==> config.mk <==
export PLATFORM = sky130hd
export DESIGN_NAME = load_store_unit
export DESIGN_NICKNAME = d
export VERILOG_FILES = /design/src/rtl/load_store_unit.sv
export SDC_FILE = /design/constraint.sdc
export NUM_CORES = 1
export LEC_CHECK = 0
export BUFFER_PORTS_ARGS = -buffer_cell sky130_fd_sc_hd__buf_4
export CORE_MARGIN = 5
export CORE_UTILIZATION = 40
export CTS_CLUSTER_DIAMETER = 50
export CTS_CLUSTER_SIZE = 20
export DETAILED_ROUTE_END_ITERATION = 10
export PLACE_DENSITY = 0.69
export SLEW_MARGIN = 20
export SYNTH_ARGS = -nofsm -noshare
export SYNTH_HDL_FRONTEND = slang
export SYNTH_SLANG_ARGS = --single-unit
==> constraint.sdc <==
create_clock -name clk -period 2.1 [get_ports clk]
set_input_delay 0.105 -clock clk [delete_from_list [all_inputs] [get_ports clk]]
set_output_delay 0.105 -clock clk [all_outputs]
set_load 0.01 [all_outputs]
==> src/rtl/load_store_unit.sv <==
// Load/store unit between the execute stage and a byte-addressable data memory.
// Optional macro LSU_MISALIGN_TRAP_EN turns misaligned half/word accesses into error responses.
module load_store_unit #(
    parameter int AWIDTH = 32,
    parameter int DPORT  = 32
) (
    input  logic              clk,
    input  logic              rst_n,
    input  logic              req_valid,
    output logic              req_ready,
    input  logic              req_we,
    input  logic [2:0]        req_funct3,
    input  logic [AWIDTH-1:0] req_addr,
    input  logic [DPORT-1:0]  req_wdata,
    output logic              rsp_valid,
    input  logic              rsp_ready,
    output logic [DPORT-1:0]  rsp_rdata,
    output logic              rsp_err,
    output logic              mem_wr,
    output logic [1:0]        mem_size,
    output logic [AWIDTH-1:0] mem_addr,
    output logic [DPORT-1:0]  mem_wdata,
    input  logic [DPORT-1:0]  mem_rdata
);

    typedef enum logic [1:0] {
        IDLE   = 2'd0,
        ACCESS = 2'd1,
        RESP   = 2'd2
    } state_t;

    state_t            state_r;
    state_t            state_s;
    logic              we_r;
    logic [2:0]        funct3_r;
    logic [AWIDTH-1:0] addr_r;
    logic [DPORT-1:0]  wdata_r;
    logic [DPORT-1:0]  rdata_r;
    logic              err_r;
    logic              fault_s;

    function automatic logic f3_legal(input logic we, input logic [2:0] f3);
        logic ok;
        case (f3)
            3'b000, 3'b001, 3'b010: ok = 1'b1;
            3'b100, 3'b101:         ok = ~we;
            default:                ok = 1'b0;
        endcase
        return ok;
    endfunction

`ifdef LSU_MISALIGN_TRAP_EN
    function automatic logic misaligned(input logic [2:0] f3, input logic [1:0] a);
        logic mis;
        case (f3[1:0])
            2'b01:   mis = a[0];
            2'b10:   mis = (a != 2'b00);
            default: mis = 1'b0;
        endcase
        return mis;
    endfunction
`endif

    function automatic logic [DPORT-1:0] load_extend(input logic [2:0] f3,
                                                     input logic [DPORT-1:0] raw);
        logic [DPORT-1:0] ext;
        case (f3)
            3'b000:  ext = {{(DPORT-8){raw[7]}}, raw[7:0]};
            3'b001:  ext = {{(DPORT-16){raw[15]}}, raw[15:0]};
            3'b010:  ext = raw;
            3'b100:  ext = {{(DPORT-8){1'b0}}, raw[7:0]};
            3'b101:  ext = {{(DPORT-16){1'b0}}, raw[15:0]};
            default: ext = '0;
        endcase
        return ext;
    endfunction

    // Fault decode for the request held in the registers
    always_comb begin
        fault_s = ~f3_legal(we_r, funct3_r);
`ifdef LSU_MISALIGN_TRAP_EN
        if (misaligned(funct3_r, addr_r[1:0])) begin
            fault_s = 1'b1;
        end else begin
            fault_s = fault_s;
        end
`endif
    end

    // State register
    always_ff @(posedge clk or negedge rst_n) begin
        if (!rst_n) begin
            state_r <= IDLE;
        end else begin
            state_r <= state_s;
        end
    end

    // Next-state logic
    always_comb begin
        state_s = state_r;
        case (state_r)
            IDLE: begin
                if (req_valid) begin
                    state_s = ACCESS;
                end else begin
                    state_s = IDLE;
                end
            end
            ACCESS: state_s = RESP;
            RESP: begin
                if (rsp_ready) begin
                    state_s = IDLE;
                end else begin
                    state_s = RESP;
                end
            end
            default: state_s = IDLE;
        endcase
    end

    // Output decode; memory strobes depend only on state so reset kills them at once
    always_comb begin
        req_ready = 1'b0;
        rsp_valid = 1'b0;
        mem_wr    = 1'b0;
        mem_size  = 2'd0;
        mem_addr  = '0;
        mem_wdata = '0;
        case (state_r)
            IDLE:   req_ready = 1'b1;
            ACCESS: begin
                mem_wr    = we_r & ~fault_s;
                mem_size  = funct3_r[1:0];
                mem_addr  = addr_r;
                mem_wdata = wdata_r;
            end
            RESP:   rsp_valid = 1'b1;
            default: req_ready = 1'b0;
        endcase
    end

    // Request capture and response data registers
    always_ff @(posedge clk or negedge rst_n) begin
        if (!rst_n) begin
            we_r     <= 1'b0;
            funct3_r <= 3'd0;
            addr_r   <= '0;
            wdata_r  <= '0;
            rdata_r  <= '0;
            err_r    <= 1'b0;
        end else if (state_r == IDLE && req_valid) begin
            we_r     <= req_we;
            funct3_r <= req_funct3;
            addr_r   <= req_addr;
            wdata_r  <= req_wdata;
        end else if (state_r == ACCESS) begin
            rdata_r  <= (!we_r && !fault_s) ? load_extend(funct3_r, mem_rdata) : '0;
            err_r    <= fault_s;
        end else begin
            rdata_r  <= rdata_r;
            err_r    <= err_r;
        end
    end

    assign rsp_rdata = rdata_r;
    assign rsp_err   = err_r;

endmodule

# After elaboration in Yosys (flattened, before gate mapping)

Index checks and enable logic that the tools add are counted.

Eq/ne operators: 6
Multiplexer cells: 12
Bitwise logic cells: 4
Reduce and logical (&&, ||, !) cells: 8

Operators with widths:

| kind                                           | number |
|---|---|
| case mux 32 bit (5 select lines)               | 1 |
| 2-to-1 mux 32 bit                              | 3 |
| == test 3 bit (second input constant)          | 2 |
| case mux 2 bit (3 select lines)                | 1 |
| 2-to-1 mux 1 bit                               | 4 |
| 2-to-1 mux 2 bit                               | 2 |
| == test 3 x 1 -> 1 bit (second input constant) | 1 |
| == test 3 x 2 -> 1 bit (second input constant) | 1 |
| logical NOT 3 bit                              | 1 |
| NOT 1 bit                                      | 3 |
| OR reduction 3 bit                             | 1 |
| == test 2 x 1 -> 1 bit (second input constant) | 1 |
| == test 2 bit (second input constant)          | 1 |
| logical AND 1 bit                              | 2 |
| logical NOT 2 bit                              | 1 |
| case mux 1 bit (2 select lines)                | 1 |
| AND reduction 2 bit                            | 1 |
| OR reduction 2 bit                             | 1 |
| AND 1 bit                                      | 1 |
| logical NOT 1 bit                              | 1 |

Flip-flop bits (word level): 103
Output and inout port bits: 102

# Longest topological paths before layout

Depth in word-level cells: 5
Mapped depth: 6
Depth with buffers taken out: 3

# Worst setup path before layout

OpenSTA, ideal clock, no wires.

Path type: register -> register
From: register state_r[1]
To: register addr_r[0]
Arrival: 1.454 ns
Data required time: 1.975 ns
Slack: 0.521 ns
Cell stages (with the launch flop): 7
Buffers on the path: 3
Clock period less this slack: 1.579 ns
Path through: dfrtp_1 nor2_1 and2_1 buf_2 buf_6 buf_6 mux2_2

Word-level cells in the longest chain between the ends: 2

Ends and longest elaborated chain:

| element                  | line | text |
|---|---|---|
| start: declaration       | 32   | `state_t state_r;` |
| start signal: assignment | 95   | `state_r <= state_s;` |
| logical NOT 2 bit        | 152  | `end else if (state_r == IDLE && req_valid) begin` |
| logical AND 1 bit        | 152  |  |
| end signal: assignment   | 155  | `addr_r <= req_addr;` |
| end: declaration         | 36   | `logic [AWIDTH-1:0] addr_r;` |

No other way between the ends.
A chain may end at the register's enable or synchronous reset.

# Worst setup path in the final report

From: register funct3_r[1]
To: output mem_wr

Word-level cells in the longest chain between the ends: 5
Elaborated cells between the ends (all ways): 10
Those cells by class: eq/ne: 4; mux: 2; bitwise: 1; reduce/logical: 3

Ends and longest elaborated chain:

| element                                                  | line | text |
|---|---|---|
| start: declaration                                       | 35   | `logic [2:0] funct3_r;` |
| start signal: assignment                                 | 154  | `funct3_r <= req_funct3;` |
| == test 3 x 2 -> 1 bit (tied with other cells)           | 44   | `case (f3)` |
| OR reduction 3 bit or OR reduction 2 bit (tied branches) | 44   |  |
| case mux 1 bit (2 select lines) (*)                      | 44   |  |
| AND 1 bit (*)                                            | 133  | `mem_wr = we_r & ~fault_s;` |
| 2-to-1 mux 1 bit (*)                                     | 130  | `case (state_r)` |
| end: declaration                                         | 19   | `output logic mem_wr,` |

Every way passes the cells marked *; elsewhere a longest branch is shown, timed or not.

==> flow_summary.yaml <==
critical_path:
  end_kind: "primary output"
  arrival_ns: 1.65
  startpoint: "funct3_r[1]$_DFFE_PN0P_"
  start_kind: "flip-flop"
  r2r-end: "rsp_rdata[26]$_DFFE_PN0P_"
  critical_path.max_fanout: 16
  worstReg2RegStart: "funct3_r[0]$_DFFE_PN0P_"
  r2r_cells: 3
  worst-setup-path-type: "flip-flop to primary output"
  worstPathRequired_ns: 2.00
  reg2reg_slack_ns: 0.45
  critPathCapture: "mem_wr"
routing:
  vias: 3913
  first_pass_iters: 4
  drt-initial-drc-count: 237
  ant_nets: 0
  wl_per_cell_microns: 16.8
  wl_microns: 13400
  via_per_inst: 4.92
  drc: 0
synth:
  synth_area_leaders: "dfrtp_1, mux2_2, and2_1, a22oi_2, a22oi_1"
  netlist_instances: 377
  ys_types: 28
  synthFlopType: "dfrtp_1"
  ys_ff_latch: 103
  synth.most_common_cell: "dfrtp_1"
  synth_edf_count: 0
  synth_commonest_cells: "dfrtp_1, mux2_2, and2_1"
  ys_seq_area_frac: 0.542
  synthesis.nets: 481
  synth_warnings: 0
  synth_largest_area_cell: "dfrtp_1"
  syn_area_sq_um: 4750
  postSynth.asyncResetShare: 1.00
  synth.top_cell.area_share: 0.542
  synth_area_per_cell_sq_um: 12.6
die:
  start_util: 0.413
  core_area_sq_um: 11500
  die_y_microns: 119
  fp-row-count: 39
  io-pin-count: 206
  dieArea_sq_um: 14200
  die_w_microns: 119
pwr:
  irDropWorstVdd_mv: 0.641
  leakage_nw: 3.47
  switching_share: 0.332
  p_comb_frac: 0.437
  p_clk_frac: 0.188
  powerDensity_nw_per_um2: 1180
  p_sw_mw: 2.93
  seq_power_share: 0.376
  p_int_mw: 5.89
placement:
  gp_congestion: 0.721
  place_hpwl_microns: 8990
  numPortBuffers: 205
  dp_slack_ns: 0.441
  place_area_sq_um: 6400
outcome:
  outcome: "completed"
clock_network:
  numCtsBuffers: 9
  worstSkewPairLatency_ns: 0.34
  post_cts_buffers: 0
  htreeDepth: 3
  cts.sink_count: 103
  clkSlewWorstSetupHoldPaths_ns: 0.07
  cts_buffer_depth: 2
  cts_tree: "yes"
  root_buffer: "clkbuf_16"
global_routing:
  grt_start_max_net_pins: 52
  grt_util_all_layers: 0.191
  grt_pass1_wl_microns: 21900
  grt-ovfl-total: 0
  grt_pass1_vias: 4310
  antenna_found_initial: 0
worst_hold_path:
  hold_class: "input pin to flip-flop"
  hold_start: "mem_rdata[27]"
final_layout:
  diodes: 0
  final_core_util: 0.649
  drive_above_1_share: 0.502
  final_area_sq_um: 7470
  nNetsFinal: 751
  syn2layout_area_growth_pct: 57.2
sta:
  relSlewSlack: 0.437
  slew_viol_final: 0
  finalSetupTns_ns: 0
  fin_crit_ns: 1.75
  setup_viol: 0
  rsz0062_at_grt: "false"
  period_share: 0.833
  hold_viol: 0
  fmax_mhz: 571
  clock_skew_ns: 0.00642
  setup_slack_ns: 0.350
  tightest_slew_ns: 0.845
run:
  max-cap-violations: 0
## cell usage in the layout, fill, tap and decap left out
cell | Yosys | routed
clkbuf_1 | 12 | 1
o21ai_1 | 4 | 4
nor3b_2 | 1 | 1
clkinvlp_4 | 0 | 1
dlygate4sd3_1 | 0 | 77
a2111oi_0 | 1 | 1
and2_2 | 0 | 1
clkbuf_8 | 0 | 4
nand2_1 | 25 | 25
and2_1 | 67 | 66
mux2_1 | 1 | 1
clkinv_2 | 0 | 1
dfrtp_1 | 103 | 103
o21ai_0 | 5 | 5
clkbuf_16 | 0 | 9
or3_1 | 1 | 1
a211o_4 | 1 | 1
inv_1 | 2 | 2
nand2b_1 | 2 | 1
buf_12 | 0 | 3
nor2b_4 | 0 | 1
or2_4 | 1 | 1
nor2_1 | 2 | 2
nand2b_2 | 0 | 1
mux2i_1 | 1 | 1
o31ai_1 | 1 | 1
a211oi_2 | 1 | 1
mux2_2 | 75 | 75
nor2b_1 | 2 | 1
a21oi_1 | 1 | 1
a22oi_2 | 16 | 16
buf_4 | 0 | 211
a22oi_1 | 24 | 24
a22o_1 | 8 | 8
## critical path, cell delays in order (launching register included)
cell and delay, ns:
dfrtp_1 0.38, buf_4 0.20, a2111oi_0 0.50, buf_4 0.22
## layer usage
metal	up-vias	wire length [microns]	track usage
met5	-	0	0
met4	0	308	0.0724
met3	24	961	0.0611
met2	127	6670	0.328
met1	1908	5430	0.225
li1	1854	-	-
## power by group through the flow
stage | Sequential, mW | Clock, mW | Combinational (mW)
after floorplan | 3.25 | 0 | 2.33
after global placement | 3.29 | 0 | 3.68
after detailed placement | 3.34 | 0 | 3.76
after CTS | 3.31 | 1.70 | 3.88
after global routing | 3.44 | 1.79 | 4.18
final | 3.31 | 1.66 | 3.85
## registers in the layout, summed over array words and instances, names as in the netlist
register   count
addr_r        32
funct3_r       3
rsp_err        1
rsp_rdata     32
state_r        2
wdata_r       32
we_r           1
## metrics by stage
step                power (mW)  cells  hold slack [ns]
finish                    8.82    795           0.0533
global route              9.40    795           0.0591
CTS                       8.90    795           0.0405
detailed placement        7.10    702            0.177
global placement          6.96    702            0.167
floorplan                 5.58    377           -0.191
## layout make-up
cell class / count / area, sq um
clock inverter: 2 / 12.5
multi-input combinational: 240 / 2000
sequential: 103 / 2580
inverter: 2 / 7.51
timing repair buffer: 291 / 2410
clock buffer: 14 / 284
fill: 872 / 4040
tap: 143 / 179
## timing repair
item / CTS / global route
hold buffers: 77 / 0
hold endpoints to repair: 121 / 0
gates resized for setup: 0 / 0
## kinds of logic after synthesis
group,after synthesis,synth area share
compound gates,62,0.115
simple gates,101,0.121
buf+inv,34,0.0398
mux,77,0.182
flops,103,0.542
## worst min-delay path by stage
| stage | cells after the start | end | slack [ns] |
|---|---|---|---|
| finish | 3 | rsp_rdata[27]$_DFFE_PN0P_ | 0.05 |
| global route | 3 | rsp_rdata[17]$_DFFE_PN0P_ | 0.06 |
| CTS | 3 | rsp_rdata[21]$_DFFE_PN0P_ | 0.04 |
| detailed placement | 1 | rsp_rdata[2]$_DFFE_PN0P_ | 0.18 |
| global placement | 1 | rsp_rdata[0]$_DFFE_PN0P_ | 0.17 |
| floorplan | 0 | addr_r[0]$_DFFE_PN0P_ | -0.19 |
No activity file was read; power rests on OpenSTA's default activity.
